`src/rtl/if_fetch_queue.sv`:
```
// Fetch front end: owns the PC, issues one fetch at a time and buffers
// returned instructions in a small FIFO that the decoder drains.
`timescale 1ns/1ps
module if_fetch_queue #(
  parameter int          DEPTH_LOG = 2,
  parameter logic [31:0] RESET_PC  = 32'h0
) (
  input  logic        clk_in,
  input  logic        rst_in,
  input  logic        rdy_in,
  input  logic        clear,
  input  logic [31:0] clear_pc,
  output logic        if_enable,
  output logic [31:0] inst_addr,
  input  logic        if_ready,
  input  logic [31:0] inst,
  input  logic        is_c,
  output logic        out_valid,
  output logic [31:0] out_inst,
  output logic [31:0] out_pc,
  output logic        out_is_c,
  input  logic        out_ready
);
  localparam int                DEPTH_N = 1 << DEPTH_LOG;
  localparam logic [DEPTH_LOG:0] DEPTH  = DEPTH_N[DEPTH_LOG:0];

  typedef struct packed {
    logic [31:0] inst;
    logic [31:0] pc;
    logic        is_c;
  } entry_t;

  typedef enum logic {IDLE, REQ} state_t;

  state_t               state;
  logic [31:0]          pc;
  entry_t               q [DEPTH_N];
  logic [DEPTH_LOG-1:0] head, tail;
  logic [DEPTH_LOG:0]   count, cnt_nxt;
  logic                 push, pop;

  assign push = (state == REQ) & if_ready;
  assign pop  = (count != '0) & out_ready;

  always_comb begin
    cnt_nxt = count;
    if (push && !pop)      cnt_nxt = count + (DEPTH_LOG+1)'(1);
    else if (!push && pop) cnt_nxt = count - (DEPTH_LOG+1)'(1);
  end

  // Dropping the request in the response cycle keeps the controller from
  // relaunching at the PC that is about to advance.
  assign if_enable = (state == REQ) & ~if_ready;
  assign inst_addr = pc;
  assign out_valid = (count != '0);
  assign out_inst  = q[head].inst;
  assign out_pc    = q[head].pc;
  assign out_is_c  = q[head].is_c;

  always_ff @(posedge clk_in) begin
    if (rst_in) begin
      pc    <= RESET_PC;
      head  <= '0;
      tail  <= '0;
      count <= '0;
      state <= IDLE;
      for (int i = 0; i < DEPTH_N; i++) q[i] <= '0;
    end else if (rdy_in) begin
      if (clear) begin
        pc    <= clear_pc;
        head  <= '0;
        tail  <= '0;
        count <= '0;
        state <= IDLE;
      end else begin
        if (push) begin
          q[tail] <= '{inst: inst, pc: pc, is_c: is_c};
          tail    <= tail + DEPTH_LOG'(1);
          pc      <= pc + (is_c ? 32'd2 : 32'd4);
        end
        if (pop) head <= head + DEPTH_LOG'(1);
        count <= cnt_nxt;
        case (state)
          IDLE: if (count < DEPTH) state <= REQ;
          REQ:  if (push) state <= (cnt_nxt == DEPTH) ? IDLE : REQ;
          default: state <= IDLE;
        endcase
      end
    end
  end

  // The in-flight slot is always reserved, so a response can never hit a full queue.
  assert property (@(posedge clk_in) disable iff (rst_in)
    !(rdy_in && if_ready && count == DEPTH));
endmodule

```
`config.mk`:
```
export PLATFORM = sky130hd
export DESIGN_NAME = if_fetch_queue
export DESIGN_NICKNAME = d
export VERILOG_FILES = /design/src/rtl/if_fetch_queue.sv
export SDC_FILE = /design/constraint.sdc
export NUM_CORES = 1
export LEC_CHECK = 0
export ABC_CLOCK_PERIOD_IN_PS = 17700
export CORE_AREA = 2 2 145 204
export CTS_CLUSTER_DIAMETER = 60
export DETAILED_ROUTE_END_ITERATION = 8
export DIE_AREA = 0 0 147 206
export PLACE_DENSITY = 0.71
export SYNTH_ARGS = -nofsm -noshare
export SYNTH_HDL_FRONTEND = slang
export SYNTH_SLANG_ARGS = --single-unit
```
`constraint.sdc`:
```
create_clock -name clk_in -period 17.7 [get_ports clk_in]
set_clock_uncertainty 0.2 [all_clocks]
set_input_delay 4.425 -clock clk_in [delete_from_list [all_inputs] [get_ports clk_in]]
set_output_delay 4.425 -clock clk_in [all_outputs]
set_load 0.05 [all_outputs]
```
==> results.toml <==
[global_routing]
antenna_found_initial = 0
track_usage = 0.220
grt_max_degree = 67
grt_pass1_vias = 8933
grt_overflow = 0
grt_pass1_wl_microns = 51200

[sta]
final.setup.tns_ns = 0
clock.fmax_mhz = 96.1
slew_headroom = 0.280
hold_viol = 0
worst_pin_slew_ns = 1.08
fin_crit_sh = 0.588
rsz0062_at_grt = "no"
slew_violations = 0
period_needed_ns = 10.41
setup_violations = 0

[clocking]
hold_buffers = 0
cts-resized-gates = 0
htreeDepth = 1
cts_tree = "built"
cts_root_buffer = "clkbuf_16"
post_cts.repair.setup_buffers = 0
numCtsBuffers = 28
cts.sinks = 302
clk_latency_ns = 0.55
clkTransAtPathRegs_ns = 0.06
cts.path.max_buffers = 3

[drt]
drtIter0Drc = 748
drc = 0
drt.antenna.violating_nets = 0
viasPerCell = 5.70
drt-wirelength-per-cell_microns = 21.3
first_pass_iters = 7
wl_microns = 33500
vias = 8944

[pwr]
switchingPower_uw = 366
cellLeakagePower_nw = 6.05
peakVddDrop_v = 0.0000673
power_density_nw_per_um2 = 92.0
p_comb_frac = 0.091
power_frac_seq = 0.534
p_int_mw = 1.16
clockPowerShare = 0.375
switching_share = 0.240

[placement]
gp_congestion = 0.899
dp_cells = 1518
dp_hpwl_microns = 19700
portBuffers = 169

[critical_path]
crit_type = "input pin to output pin"
cp_data_required_time_ns = 13.07
crit_fanout = 3
endpoint_kind = "output pin"
critPathLaunchType = "input pin"
cp.arrival_ns = 5.79

[yosys]
synth_edf_count = 260
ys_seq_elements = 302
avgSynthCellArea_sq_um = 13.3
synth.area.top_cells = "edfxtp_1, mux4_2, dfxtp_1"
ys_seq_area_frac = 0.630
netlist_area_sq_um = 13700
async_flop_share = 0
ys_types = 66
ys.flop_type = "edfxtp_1"
syn_nets = 1109
yosysWarningCount = 0
synth_top_area_frac = 0.569
syn_inst = 1032
yosysTopAreaCell = "edfxtp_1"

[die]
die_x_microns = 147
start_util = 0.478
rows = 74
die_area_sq_um = 30300
die_h_microns = 206
io_pins = 170
core_sq_um = 28700

[layout]
post-route-util = 0.578
instances_no_fill = 1570
nNetsFinal = 1245
final_common_cell = "edfxtp_1"
layout_common_cells = "edfxtp_1, clkdlybuf4s50_1, and2_1, nor2_1, nand2_1"
layout-drive-gt1-share = 0.126
n_antenna_cell = 0
area_growth_pct = 20.8

[hold_path]
hold_path_class = "flip-flop to flip-flop"

[status]
status = "completed"

[flow_run]
max_cap_viol_count = 0
[cell families (layout without fill, tap and decap cells)]
| logic type | count (synthesis) | count (layout) | share of synthesized area |
|---|---|---|---|
| XOR/XNOR | 2 | 2 | 0.00128 |
| AO/OA/AOI/OAI | 111 | 111 | 0.0520 |
| flip-flops | 302 | 302 | 0.630 |
| buffers and inverters | 120 | 278 | 0.0358 |
| AND/OR/NAND/NOR | 417 | 417 | 0.162 |
| multiplexers | 74 | 74 | 0.113 |
| adder cells (fa/ha/maj) | 6 | 6 | 0.00602 |
[flip-flops by register name, indices dropped and copies added (netlist names), named ones only]
name,cells
state,1
count,3
tail,2
q,260
inst_addr,32
head,2
[power by group through the flow]
| stage | sequential [mW] | combinational, mW | clock (mW) |
|---|---|---|---|
| 6_report | 0.815 | 0.139 | 0.572 |
| 5_1_grt | 0.818 | 0.146 | 0.604 |
| 4_1_cts | 0.815 | 0.140 | 0.577 |
| 3_5_place_dp | 0.830 | 0.139 | 0 |
| 3_3_place_gp | 0.829 | 0.139 | 0 |
| 2_1_floorplan | 0.839 | 0.0679 | 0 |
[area by class of cell]
| cell class | count | area [sq um] |
|---|---|---|
| Inverter | 43 | 161 |
| Sequential cell | 302 | 8660 |
| Fill cell | 2264 | 12100 |
| Clock inverter | 17 | 113 |
| Timing Repair Buffer | 183 | 1800 |
| Tap cell | 380 | 475 |
| Clock buffer | 35 | 748 |
| Multi-Input combinational cell | 610 | 4640 |
[path summary, 6_finish.rpt]
check | from | end | slack (ns) | cells past startpoint
worst max-delay path | if_ready | if_enable | 7.29 | 3
worst min-delay path | head[1] | flip-flop | 0.29 | 2
worst max register to register | state | q[2][27] | 14.12 | 6
worst min register to register | head[1] | flip-flop | 0.29 | 2
[worst max-delay path, stage by stage]
cell             delay, ns
clkdlybuf4s50_1       0.43
nor2b_1               0.12
clkdlybuf4s50_1       0.81
[metal layers]
metal | vias up | routed length, microns | global-route usage
li1 | 4084 | - | -
met1 | 4449 | 13500 | 0.291
met2 | 357 | 17000 | 0.382
met3 | 54 | 2270 | 0.0316
met4 | 0 | 726 | 0.0646
met5 | - | 0 | 0
[synthesized netlist by cell type (all sizes together) (9+ instances only)]
cell      n
a21oi    25
and2    126
and3     39
buf      24
clkbuf   53
dfxtp    42
edfxtp  260
inv      43
mux4     65
nand2    71
nand3    24
nand4     9
nor2    102
nor3     21
o21ai    28
[metrics by stage]
step,total power [mW],hold slack (ns),worst slack (ns),area [sq um]
after global placement,0.968,0.285,7.28,15700
final,1.53,0.288,7.29,16600
after global routing,1.57,0.322,7.23,16600
after detailed placement,0.970,0.283,7.30,15700
after CTS,1.53,0.292,7.28,16600
after floorplan,0.907,0.264,7.08,13700
(Power assumes the default switching activity.)
